<file path="src/rtl/floor_request_scheduler.sv">
// floor_request_scheduler: per-floor request bank with a SCAN direction/target scheduler
module floor_request_scheduler #(
  parameter int NUM_FLOORS = 6,
  parameter int KEY_W = 3,
  localparam int FW = $clog2(NUM_FLOORS),
  localparam int CW = $clog2(NUM_FLOORS + 1)
) (
  input  logic                  Clock,
  input  logic                  Reset,
  input  logic [KEY_W-1:0]      KEY,
  input  logic [FW-1:0]         cur_floor,
  input  logic                  Done,
  input  logic [FW-1:0]         done_floor,
  output logic [NUM_FLOORS-1:0] floor,
  output logic [1:0]            dir,
  output logic [FW-1:0]         target,
  output logic                  target_valid,
  output logic [CW-1:0]         req_count
);
  typedef enum logic [1:0] {IDLE = 2'b00, UP = 2'b01, DOWN = 2'b10} dir_e;
  localparam logic [KEY_W-1:0] KEY_MAX = KEY_W'(NUM_FLOORS);
  localparam logic [FW:0] NF = (FW + 1)'(NUM_FLOORS);
  logic [KEY_W-1:0] key_q;
  logic [NUM_FLOORS-1:0] floor_q, floor_d;
  logic [CW-1:0] cnt_q, cnt_d;
  dir_e dir_q, dir_d;
  logic [FW-1:0] target_q, target_d, up_t, dn_t;
  logic tv_q, tv_d;
  logic accept, above, below, here, cur_ok;
  assign accept = KEY != key_q && KEY != '0 && KEY <= KEY_MAX;
  assign cur_ok = {1'b0, cur_floor} < NF;
  // Request bank update: key sets, Done clears (clear wins on the same floor), count follows
  always_comb begin
    floor_d = floor_q;
    cnt_d = '0;
    for (int i = 0; i < NUM_FLOORS; i++) begin
      if (accept && KEY == KEY_W'(i + 1)) floor_d[i] = 1'b1;
      if (Done && done_floor == FW'(i)) floor_d[i] = 1'b0;
      cnt_d = cnt_d + CW'(floor_d[i]);
    end
  end
  // Classify pending requests relative to the car: nearest above, nearest below, at car
  always_comb begin
    above = 1'b0;
    below = 1'b0;
    here = 1'b0;
    up_t = '0;
    dn_t = '0;
    for (int i = NUM_FLOORS - 1; i >= 0; i--)
      if (floor_q[i] && FW'(i) > cur_floor) begin
        above = 1'b1;
        up_t = FW'(i);
      end
    for (int i = 0; i < NUM_FLOORS; i++) begin
      if (floor_q[i] && FW'(i) < cur_floor) begin
        below = 1'b1;
        dn_t = FW'(i);
      end
      if (floor_q[i] && FW'(i) == cur_floor) here = 1'b1;
    end
  end
  // Next direction and target; UP wins a tie from IDLE, a car outside the shaft idles
  always_comb begin
    dir_d = IDLE;
    if (cur_ok)
      case (dir_q)
        UP:      dir_d = above ? UP : below ? DOWN : IDLE;
        DOWN:    dir_d = below ? DOWN : above ? UP : IDLE;
        default: dir_d = here ? IDLE : above ? UP : below ? DOWN : IDLE;
      endcase
    target_d = !cur_ok ? '0 : dir_d == UP ? up_t : dir_d == DOWN ? dn_t : cur_floor;
    tv_d = cur_ok && (dir_d != IDLE || here);
  end
  // State registers; key_q tracks through reset so a key held across reset never registers
  always_ff @(posedge Clock) begin
    key_q <= KEY;
    if (Reset) begin
      floor_q <= '0;
      cnt_q <= '0;
      dir_q <= IDLE;
      target_q <= '0;
      tv_q <= 1'b0;
    end else begin
      floor_q <= floor_d;
      cnt_q <= cnt_d;
      dir_q <= dir_d;
      target_q <= target_d;
      tv_q <= tv_d;
    end
  end
  assign floor = floor_q;
  assign dir = dir_q;
  assign target = target_q;
  assign target_valid = tv_q;
  assign req_count = cnt_q;
endmodule

</file>
<file path="config.mk">
export PLATFORM = sky130hd
export DESIGN_NAME = floor_request_scheduler
export DESIGN_NICKNAME = d
export VERILOG_FILES = /design/src/rtl/floor_request_scheduler.sv
export SDC_FILE = /design/constraint.sdc
export NUM_CORES = 1
export LEC_CHECK = 0
export CAP_MARGIN = 10
export CELL_PAD_IN_SITES_DETAIL_PLACEMENT = 0
export CELL_PAD_IN_SITES_GLOBAL_PLACEMENT = 1
export CORE_ASPECT_RATIO = 1.2
export CORE_UTILIZATION = 30
export CTS_CLUSTER_SIZE = 16
export DETAILED_ROUTE_END_ITERATION = 6
export GPL_ROUTABILITY_DRIVEN = 0
export PLACE_DENSITY_LB_ADDON = 0.1
export SLEW_MARGIN = 20
export SYNTH_ARGS = -nofsm -noshare
export SYNTH_HDL_FRONTEND = slang
export SYNTH_SLANG_ARGS = --single-unit
</file>
<file path="constraint.sdc">
create_clock -name Clock -period 3.9 [get_ports Clock]
set_input_delay 0.39 -clock Clock [delete_from_list [all_inputs] [get_ports Clock]]
set_output_delay 0.39 -clock Clock [all_outputs]
set_load 0.1 [all_outputs]
</file>
# ---- Word level (Yosys, flattened, before mapping)
# Cells that the tools add are included.
dict set report word_totals {
  regBits 18
  in_bits 12
  output_inout_bits 15
  elab_cells 136
}
dict set report op_classes {
  addsub 5
  magnitude_cmp 14
  eq_ne 21
  mux 50
  n_bitwise 1
  reduce_logical 39
}
# cell n
set ops {}
lappend ops {{3-bit two-way mux} 12}
lappend ops {{1-bit logical AND} 33}
lappend ops {{1-bit two-way mux} 32}
lappend ops {{3-bit == test (second input constant)} 5}
lappend ops {{3-bit by 2-bit == test with 1-bit output (second input constant)} 4}
lappend ops {{2-bit two-way mux} 5}
lappend ops {{3-bit by 1-bit adder with 3-bit output} 3}
lappend ops {{2-bit by 3-bit == test with 1-bit output (first input constant)} 2}
lappend ops {{3-bit by 1-bit == test with 1-bit output (second input constant)} 2}
lappend ops {{3-bit == test (first input constant)} 2}
lappend ops {{1-bit by 3-bit greater-than comparator with 1-bit output (first input constant)} 2}
lappend ops {{2-bit by 3-bit greater-than comparator with 1-bit output (first input constant)} 2}
lappend ops {{3-bit greater-than comparator (first input constant)} 2}
lappend ops {{3-bit logical NOT} 2}
lappend ops {{1-bit by 3-bit < comparator with 1-bit output (first input constant)} 2}
lappend ops {{2-bit by 3-bit < comparator with 1-bit output (first input constant)} 2}
lappend ops {{3-bit < comparator (first input constant)} 2}
lappend ops {{2-bit by 1-bit == test with 1-bit output (second input constant)} 2}
lappend ops {{2-bit == test (second input constant)} 2}
lappend ops {{2-bit case mux with 2 select lines} 1}
lappend ops {{2-bit by 1-bit adder with 3-bit output} 1}
lappend ops {{1-bit by 3-bit == test with 1-bit output (first input constant)} 1}
lappend ops {{3-bit less-or-equal comparator (second input constant)} 1}
lappend ops {{3-bit < comparator (second input constant)} 1}
lappend ops {{7 further kinds} 7}

# ---- Longest topological paths before layout
dict set report logic_depth {
  word_depth 16
  ltp_mapped 10
  ltp_nobuf 9
}

# ---- Worst setup path before layout
# OpenSTA, ideal clock, no wires.
dict set report synth_path {
  path_kind {register -> register}
  from {reg floor_q[1] (netlist: floor[1])}
  to {reg cnt_q[1] (netlist: req_count[1])}
  setup_time_ns 0.128
  arrival_time_ns 3.077
  t_required_ns 3.772
  setup_slack_ns 0.695
  path_stages_with_launch 9
  n_path_buf 1
  synth_period_minus_slack_ns 3.205
  path_cell_list {dfxtp_1 > buf_2 > o2bb2ai_1 > fa_1 > inv_1 > fa_1 > ha_1 > fa_1 > nor2b_1}
}
dict set report synth_between {
  elab_chain_cells 7
}
# item line_no
set synth_rtl {}
lappend synth_rtl {{start: declaration} 24} ;# logic [NUM_FLOORS-1:0] floor_q, floor_d;
lappend synth_rtl {{start signal: assignment} 84} ;# floor_q <= floor_d;
lappend synth_rtl {{1-bit two-way mux} 37} ;# if (accept && KEY == KEY_W'(i + 1)) floor_d[i] = 1'b1;
lappend synth_rtl {{1-bit two-way mux} 38} ;# if (Done && done_floor == FW'(i)) floor_d[i] = 1'b0;
lappend synth_rtl {{1-bit by 1-bit adder with 2-bit output} 39} ;# cnt_d = cnt_d + CW'(floor_d[i]);
lappend synth_rtl {{2-bit by 1-bit adder with 3-bit output} 39}
lappend synth_rtl {{3-bit by 1-bit adder with 3-bit output (3 in series)} 39}
lappend synth_rtl {{via cnt_d[1]} 25} ;# logic [CW-1:0] cnt_q, cnt_d;
lappend synth_rtl {{end signal: assignment} 85} ;# cnt_q <= cnt_d;
lappend synth_rtl {{end: declaration} 25}
# The timed path passes the listed nets, and every way through them passes these cells.
# A chain may end at the register's enable or synchronous reset.

# ---- Worst setup path in the final report
dict set report layout_path {
  from {in KEY[1]}
  to {reg cnt_q[1] (netlist: req_count[1])}
}
dict set report layout_between {
  elab_chain_cells 11
  word_cells_on_any_way 34
  cone_classes {add/sub: 5; order compare: 1; eq/ne: 7; mux: 12; reduce/logical: 9}
}
# item line_no
set layout_rtl {}
lappend layout_rtl {{start: declaration} 10} ;# input logic [KEY_W-1:0] KEY,
lappend layout_rtl {{branches (longest 10 deep; another with 3-bit less-or-equal comparator)} --}
lappend layout_rtl {{3-bit by 1-bit adder with 3-bit output (*)} 39}
lappend layout_rtl {{via cnt_d[1]} 25}
# Mark *: on every way through the listed nets, which the timed path passes.

==> flow_metrics.py <==
metrics = {
    "timing": {
        "report.final.hold_viol_count": 0,
        "setup_viol": 0,
        "clock_skew_ns": 0.00182,
        "post-route-min-period_ns": 3.33,
        "worst_pin_slew_ns": 0.975,
        "maxSlewViolCount": 0,
        "max_freq_mhz": 300,
        "max-slew-margin-rel_pct": 34.8,
        "fin_tns_setup_ns": 0,
        "post-route-period-util_pct": 85.4,
        "rsz0062_at_grt": "false",
    },
    "drt": {
        "postRouteAntennaNets": 0,
        "met2_length_um": 1670,
        "num_vias": 1237,
        "routed-wl-met3_um": 103,
        "wl_met1_um": 1460,
        "top_layer_used": "met4",
        "wl_per_cell_um": 13.8,
        "drcViolationCount": 0,
        "vias_per_cell": 5.22,
        "routed_wl_um": 3270,
        "dr.first_iter.drc_count": 80,
        "first_pass_iters": 4,
    },
    "hold_path": {
        "hold_path_end": "key_q[1]",
        "hold_class": "in2reg",
        "hp-start": "KEY[1]",
        "min_path_cells": 1,
    },
    "cts": {
        "path_clk_slew_ns": 0.07,
        "clk_latency_ns": 0.25,
        "clock-sinks": 18,
        "cts_root_buf": "clkbuf_8",
        "htreeDepth": 1,
        "cts_hold_buf": 0,
        "cts_buffers": 3,
        "clockBufferDepth": 2,
        "cts_tree": "done",
        "postCtsResizedCells": 0,
        "cts_setup_buffers": 0,
    },
    "synthesis": {
        "syn_area_per_cell_sq_um": 7.95,
        "synth_cell_type_count": 46,
        "syn_nets": 178,
        "netlist_area_sq_mm": 0.00127,
        "async_flop_share_pct": 0,
        "syn-instance-count": 160,
        "ys_seq_elements": 18,
        "synth_ff_type": "dfxtp_1",
        "synth-edff-count": 0,
        "ys_seq_area_share_pct": 28.3,
        "synth_warnings": 0,
    },
    "pwr": {
        "p_total_mw": 0.592,
        "p_leak_nw": 0.624,
        "ir_drop_mv": 0.175,
        "power_density_mw_per_mm2": 366,
    },
    "setup_path": {
        "crit_type": "in2reg",
        "worstPathRequired_ns": 4.03,
        "r2r_start": "key_q[1]",
        "r2r-end": "req_count[1]",
        "cp.arrival_ns": 3.46,
        "worst_setup_path_end_kind": "flop",
        "worst_r2r_path_depth": 9,
        "ff2ff_setup_slack_ns": 0.81,
        "crit_path_max_fanout": 4,
        "start_kind": "input port",
    },
    "global_routing": {
        "grt_max_degree": 19,
        "antenna_found_initial": 0,
        "overflow": 0,
        "track_usage_pct": 16.6,
        "grt_first_pass_wirelength_um": 5520,
        "grt_pass1_vias": 1148,
    },
    "floorplan": {
        "ios": 27,
        "die_height_um": 73.3,
        "dieArea_sq_mm": 0.00451,
        "core_sq_mm": 0.00400,
        "start_util_pct": 31.8,
        "num_rows": 25,
        "chipWidth_um": 61.5,
    },
    "flow_run": {
        "maxCapViolations": 0,
    },
    "placed_design": {
        "hpwl_um": 2510,
        "portBuffers": 26,
    },
    "final_layout": {
        "antenna_cells": 0,
        "drive_above_1_share_pct": 6.56,
        "nets": 202,
        "syn2layout_area_growth_pct": 26.9,
    },
    "status": {
        "outcome": "finished clean",
    },
}
flip-flops by register name (all words and copies together), names as in the netlist:
name and flops:
floor 6, key_q 3, req_count 3, target 3, dir 2, target_valid 1
how the worst max path moves through the flow:
stage / slack (ns) / from / cells past startpoint / end
after global placement: 0.31 / KEY[1] / 10 / req_count[1]
after detailed placement: 0.27 / KEY[1] / 10 / req_count[1]
final: 0.57 / KEY[1] / 10 / req_count[1]
after global routing: 0.35 / KEY[1] / 10 / req_count[1]
after floorplan: 0.70 / floor[1] / 8 / req_count[1]
after CTS: 0.55 / KEY[1] / 10 / req_count[1]
cells by family (layout without fill, tap and decap cells):
group	count (synthesis)	in the layout	share of synthesized area (%)
AOI/OAI and AO/OA	47	47	25.8
adders and majority gates	6	6	7.67
buffers and inverters	22	45	7.87
DFF	18	18	28.3
muxes	6	6	5.11
and+or+nand+nor	61	61	25.3
layout by cell type, fill, tap and decap left out, drive strengths merged, types with 3 or more instances in the layout:
cell type	count
nand3	6
fa	3
nor2b	11
mux2	4
a21oi	10
a2111oi	3
ha	3
inv	14
nand2	10
dfxtp	18
clkbuf	4
o21ai	9
clkdlybuf4s50	26
nand4	4
a21o	4
nor2	18
a211oi	3
per-stage QoR:
step | util [%] | setup WS [ns] | instances | instance area, sq um | hold slack, ns
finish | 40.3 | 0.567 | 237 | 1620 | 0.685
global route | 40.3 | 0.352 | 237 | 1620 | 0.684
CTS | 40.3 | 0.548 | 237 | 1620 | 0.670
detailed placement | 39.0 | 0.270 | 233 | 1560 | 0.695
global placement | 39.0 | 0.310 | 233 | 1560 | 0.722
floorplan | - | 0.695 | 160 | 1270 | 0.418
Yosys cell counts (2+ instances only):
| master | count | area share (%) |
|---|---|---|
| dfxtp_1 | 18 | 28 |
| nand4_1 | 4 | 2.0 |
| o2111ai_1 | 2 | 1.4 |
| nand2b_1 | 2 | 0.98 |
| fa_1 | 3 | 4.7 |
| a21oi_1 | 10 | 3.9 |
| nor2b_1 | 11 | 5.4 |
| a211oi_1 | 3 | 1.8 |
| a22oi_1 | 2 | 1.2 |
| nor3b_1 | 2 | 1.2 |
| o22ai_1 | 2 | 0.98 |
| o21ai_0 | 7 | 2.8 |
| mux2_2 | 3 | 2.7 |
| or3_1 | 2 | 0.98 |
| ha_1 | 3 | 3.0 |
| o2bb2ai_1 | 2 | 1.4 |
| and2_1 | 2 | 0.98 |
| nand2_1 | 9 | 2.7 |
| a2111oi_0 | 3 | 2.1 |
| nand3_1 | 6 | 2.4 |
| a21o_1 | 4 | 2.4 |
| nor2_1 | 18 | 5.3 |
| mux2i_1 | 2 | 1.6 |
| buf_2 | 5 | 2.0 |
| inv_1 | 14 | 4.1 |
per-layer routing:
layer	vias to the layer above	GRT usage (%)
met5	-	0
met4	0	5.68
met3	6	2.82
met2	31	27.8
met1	570	21.3
li1	630	-
critical path, stage by stage:
cell and delay (ns):
clkdlybuf4s50_1 0.53, inv_1 0.09, a2111oi_0 0.47, o2bb2ai_1 0.19
fa_1 0.56, inv_1 0.05, fa_1 0.43, ha_1 0.20
fa_1 0.41, nor2b_1 0.13
report_power, final:
group / switching, mW / total (mW) / leakage (nW) / internal (mW)
logic: 0.160 / 0.231 / 0.447 / 0.0712
registers: 0.0121 / 0.210 / 0.148 / 0.198
clock network: 0.0609 / 0.150 / 0.0288 / 0.0896
total: 0.233 / 0.592 / 0.624 / 0.359
layout make-up:
cell class / count / area, sq um
Sequential cell: 18 / 360
Timing Repair Buffer: 27 / 268
Clock buffer: 4 / 55.1
Tap cell: 54 / 67.6
Inverter: 14 / 52.6
Multi-Input combinational cell: 120 / 812
Fill cell: 451 / 2390
(Power assumes the default switching activity.)
